File: config.mk
export PLATFORM = sky130hd
export DESIGN_NAME = slug_exec_unit
export DESIGN_NICKNAME = d
export VERILOG_FILES = /design/src/rtl/slug_pkg.sv /design/src/rtl/slug_exec_unit_alu181.sv /design/src/rtl/slug_exec_unit.sv
export SDC_FILE = /design/constraint.sdc
export NUM_CORES = 1
export LEC_CHECK = 0
export CORE_UTILIZATION = 36
export DETAILED_ROUTE_END_ITERATION = 6
export PLACE_DENSITY = 0.76
export SLEW_MARGIN = 20
export SYNTH_ARGS = -nofsm -noshare
export SYNTH_HDL_FRONTEND = slang
export SYNTH_HIERARCHICAL = 1
export SYNTH_SLANG_ARGS = --single-unit
File: constraint.sdc
create_clock -name clk -period 2.56 [get_ports clk]
set_input_delay 0.512 -clock clk [delete_from_list [all_inputs] [get_ports clk]]
set_output_delay 0.512 -clock clk [all_outputs]
set_load 0.01 [all_outputs]
File: src/rtl/slug_pkg.sv
// slug_pkg: shared widths and ALU function codes for the slug execution stage.
package slug_pkg;
    localparam int PC_W_DEF  = 16;
    localparam int SEL_W_DEF = 3;
    localparam logic [3:0] ALU_ADD    = 4'h9;
    localparam logic [3:0] ALU_SUB    = 4'h6;
    localparam logic [3:0] ALU_PASS_A = 4'hF;
    localparam logic [3:0] ALU_PASS_B = 4'hA;
    localparam logic [3:0] ALU_ZERO   = 4'h3;
endpackage

File: src/rtl/slug_exec_unit_alu181.sv
// alu181: 74181-style 4-bit ALU with active-high carry and a zero flag.
module alu181
    import slug_pkg::*;
(
    input  logic [3:0] s,
    input  logic       m,
    input  logic       cin,
    input  logic [3:0] a,
    input  logic [3:0] b,
    output logic [3:0] f,
    output logic       cout,
    output logic       zero
);
    logic [3:0] t1, t2;
    logic [4:0] sum;
    // Logic mode is the XNOR of the two terms; arithmetic mode adds them.
    assign t1   = a | (b & {4{s[0]}}) | (~b & {4{s[1]}});
    assign t2   = (a & ~b & {4{s[2]}}) | (a & b & {4{s[3]}});
    assign sum  = {1'b0, t1} + {1'b0, t2} + {4'b0, cin};
    assign f    = m ? ~(t1 ^ t2) : sum[3:0];
    assign cout = m ? 1'b0 : sum[4];
    assign zero = ~|f;
endmodule

File: src/rtl/slug_exec_unit.sv
// slug_exec_unit: stage-4 ALU, program counter and bank select decoder.
module slug_exec_unit
    import slug_pkg::*;
#(
    parameter int PC_W  = PC_W_DEF,
    parameter int SEL_W = SEL_W_DEF
) (
    input  logic                  clk,
    input  logic                  rst,
    input  logic                  ld_pc,
    input  logic                  inc_pc,
    input  logic [PC_W-1:0]       pc_x,
    output logic [PC_W-1:0]       pc,
    input  logic [3:0]            alu_s,
    input  logic                  alu_m,
    input  logic                  alu_cin,
    input  logic [3:0]            alu_a,
    input  logic [3:0]            alu_b,
    output logic [3:0]            alu_f,
    output logic                  alu_cout,
    output logic                  alu_zero,
    input  logic [SEL_W-1:0]      sel,
    output logic [2**SEL_W-1:0]   sel_oh
);
    // Load wins over increment; increment wraps naturally at the PC width.
    always_ff @(posedge clk or negedge rst)
        if (!rst)
            pc <= '0;
        else if (ld_pc)
            pc <= pc_x;
        else if (inc_pc)
            pc <= pc + 1'b1;

    alu181 u_alu (
        .s   (alu_s),
        .m   (alu_m),
        .cin (alu_cin),
        .a   (alu_a),
        .b   (alu_b),
        .f   (alu_f),
        .cout(alu_cout),
        .zero(alu_zero)
    );

    assign sel_oh = {{(2**SEL_W-1){1'b0}}, 1'b1} << sel;
endmodule

==> results.py <==
metrics = {
    "outcome": {
        "status": "finished with violations",
        "violations": "negative setup slack",
    },
    "synthesis": {
        "synth.area.top_cells": "dfrtp_1 30%, nand2_1 5.6%, mux2i_1 5.2%, xnor2_1 5.2%, ha_1 4.6%",
        "syn_area_um2": 1350,
        "synth.top_cells.by_count": "20 x nand2_1, 16 x dfrtp_1, 10 x o21ai_0, 9 x nand3_1",
        "avgSynthCellArea_um2": 8.82,
        "seq_area_frac_synth_pct": 29.7,
        "async_flop_share_pct": 100,
        "synthesis.instances": 153,
        "synth.distinct_cells": 36,
        "synth_top_area_cell": "dfrtp_1",
        "synthFlopType": "dfrtp_1",
        "ys_ff_latch": 16,
        "synth_edf_count": 0,
        "synth.most_common_cell": "nand2_1",
        "synth_warnings": 6,
        "netlist.area_leader.share_pct": 29.7,
        "synth_nets": 197,
    },
    "sta": {
        "maxSlewViolCount": 0,
        "max_slew_margin_pct": 54.3,
        "maxClockFrequency_mhz": 346,
        "fin_skew_ps": 1.47,
        "finalSetupViolations": 5,
        "rsz0062_at_grt": "true",
        "worst_pin_slew_ps": 683,
        "fin_crit_sh_pct": 113,
        "post-route-min-period_ps": 2890,
        "worst_slack_ps": -327,
        "finalHoldViolations": 0,
    },
    "floorplan": {
        "fp.dieArea_um2": 4000,
        "core_area_um2": 3470,
        "initial_core_util_pct": 38.9,
        "rows": 21,
        "fp.dieH_um": 63.2,
        "die-width_um": 63.2,
        "io_pins": 67,
    },
    "cells_and_area": {
        "n_fill_cell": 293,
        "reg.largest.list": "pc: 16 flops",
        "design_area_um2": 2350,
        "fin_cells": 283,
        "synthToLayoutAreaGrowth_pct": 73.9,
        "register_area_um2": 400,
        "multi_input_area_um2": 1040,
        "diodes": 0,
        "nets": 282,
        "largest_reg_flops": 16,
        "top_register": "pc",
        "drive_above_1_share_pct": 28.7,
    },
    "setup_path": {
        "reg2reg_from": "pc[0]",
        "critical_path_class": "in -> out",
        "end_kind": "output port",
        "cp-startpoint": "alu_b[0]",
        "arrival_ps": 2380,
        "startpoint_type": "input pin",
        "crit_required_ps": 2050,
        "critPathMaxFanout": 2,
    },
    "placement": {
        "post_dp_cell_area_um2": 2180,
        "io_buffers": 66,
        "dp_hpwl_um": 2590,
        "gp_congestion": 0.793,
        "placedCellCount": 273,
    },
    "global_routing": {
        "grt_max_degree": 17,
        "grt_pass1_wl_um": 5940,
        "first_global_vias": 1312,
        "antenna_found_initial": 0,
        "overflow": 0,
        "grt_usage_pct": 18.8,
    },
    "routing": {
        "vias": 1413,
        "routed_wl_um": 3500,
        "first_pass_iters": 5,
        "drtAntennaViolNets": 0,
        "routedWlPerCell_um": 12.4,
        "via_per_inst": 4.99,
        "drc": 0,
        "drt_iter0_markers": 38,
    },
    "pwr": {
        "switching_share_pct": 31.7,
        "p_int_uw": 662,
        "ir_drop_mv": 0.186,
        "pwr-share-seq_pct": 33.1,
        "p_clk_share_pct": 23.4,
        "leakage_nw": 0.954,
        "switchingPower_uw": 307,
        "power_frac_comb_pct": 43.5,
        "power-per-cell-area_nw_per_um2": 413,
    },
    "worst_hold_path": {
        "min-delay-start": "pc[12]",
        "hold_path.class": "reg -> reg",
    },
    "clock_network": {
        "clock_latency_ps": 250,
        "clock-root-buffer": "clkbuf_8",
        "cts_sinks": 16,
        "cts_tree": "yes",
        "cts_buffers": 3,
        "htreeDepth": 1,
        "clkTransAtPathRegs_ps": 60,
        "clockBufferDepth": 2,
        "ctsHoldBuffers": 0,
    },
    "run": {
        "cap_violations": 0,
    },
}
cell type report:
class	count	area share [%]
clock buffers	4	2.35
inverters	8	1.28
multi-input cells	124	44.2
flip-flops and latches	16	17.1
well taps	46	2.45
repair buffers	85	32.6
metrics by stage:
step	utilization [%]	TNS (ps)	hold slack [ps]	total power [mW]	setup WS (ps)
final	67.6	-1040	595	0.968	-327
after global routing	67.6	-1330	629	1.03	-377
after CTS	65.8	-1250	593	0.951	-377
after detailed placement	62.7	-6310	584	0.701	-1250
after global placement	62.7	-5890	586	0.695	-1160
after floorplan	-	-131	216	0.490	-120
worst max-delay path, cell delays in order:
cell       delay [ps]
buf_6             100
mux2_4            290
and2_4            150
inv_2              50
fa_2              200
and3b_2           230
or3_4             400
a2111oi_4         280
buf_2             180
timing repair:
action | in CTS | in global routing
gates cloned | 0 | 0
gates resized for setup | 81 | 12
setup buffers | 3 | 4
endpoints found under the setup margin | 6 | 6
pin swaps | 13 | 11
per-layer routing:
layer | wire [µm] | share of wire [%] | GRT usage [%] | vias to the layer above
li1 | - | - | - | 712
met2 | 1620 | 46 | 31.2 | 47
met5 | 0 | 0 | 0 | -
met1 | 1610 | 46 | 23.0 | 648
met4 | 67 | 1.9 | 8.81 | 0
met3 | 203 | 5.8 | 4.17 | 6
placed cells by master, fill, tap and decap left out, drive strengths merged:
cell type / synthesis / final
a2111oi: 1 / 1
fa: 2 / 2
and2: 2 / 2
ha: 5 / 5
nand3: 9 / 9
xnor2: 8 / 8
nor3b: 4 / 4
mux2: 1 / 1
and4: 1 / 1
clkbuf: 3 / 5
nor3: 6 / 6
nand4: 6 / 6
nor2: 8 / 8
nor4: 3 / 3
dlygate4sd2: 0 / 3
buf: 2 / 33
a221o: 1 / 1
o21ai: 15 / 15
nand2: 20 / 20
nor2b: 8 / 8
and3: 1 / 1
dfrtp: 16 / 16
xor2: 5 / 5
clkdlybuf4s50: 0 / 48
a21o: 1 / 1
inv: 8 / 8
a211o: 5 / 5
and3b: 2 / 2
or3: 1 / 1
a211oi: 1 / 1
a21oi: 1 / 1
mux2i: 7 / 7
power by group through the flow:
stage	logic, mW	registers (mW)	clock network, mW
after global routing	0.458	0.325	0.249
after detailed placement	0.376	0.325	0
after floorplan	0.159	0.331	0
after global placement	0.370	0.324	0
after CTS	0.397	0.321	0.234
final	0.421	0.321	0.226
cells by family (layout without fill, tap and decap cells):
logic type,Yosys count,in the layout,synth area share [%]
AO/OA/AOI/OAI,25,25,12.2
XOR/XNOR,13,13,8.44
adder cells (fa/ha/maj),7,7,7.61
buffers and inverters,13,97,4.45
flip-flops,16,16,29.7
multiplexers,8,8,6.03
AND/OR/NAND/NOR,71,71,31.5
worst paths after layout:
check | end | slack (ps) | cells past startpoint
max in group asynchronous | pc[0] | 1460 | 1
hold reg to reg | pc[12] | 600 | 2
setup reg to reg | pc[14] | 960 | 5
setup / recovery | alu_zero | -330 | 9
min in group asynchronous | pc[3] | 670 | 1
hold / removal | pc[12] | 600 | 2
Power figures use the tool's default switching activity.
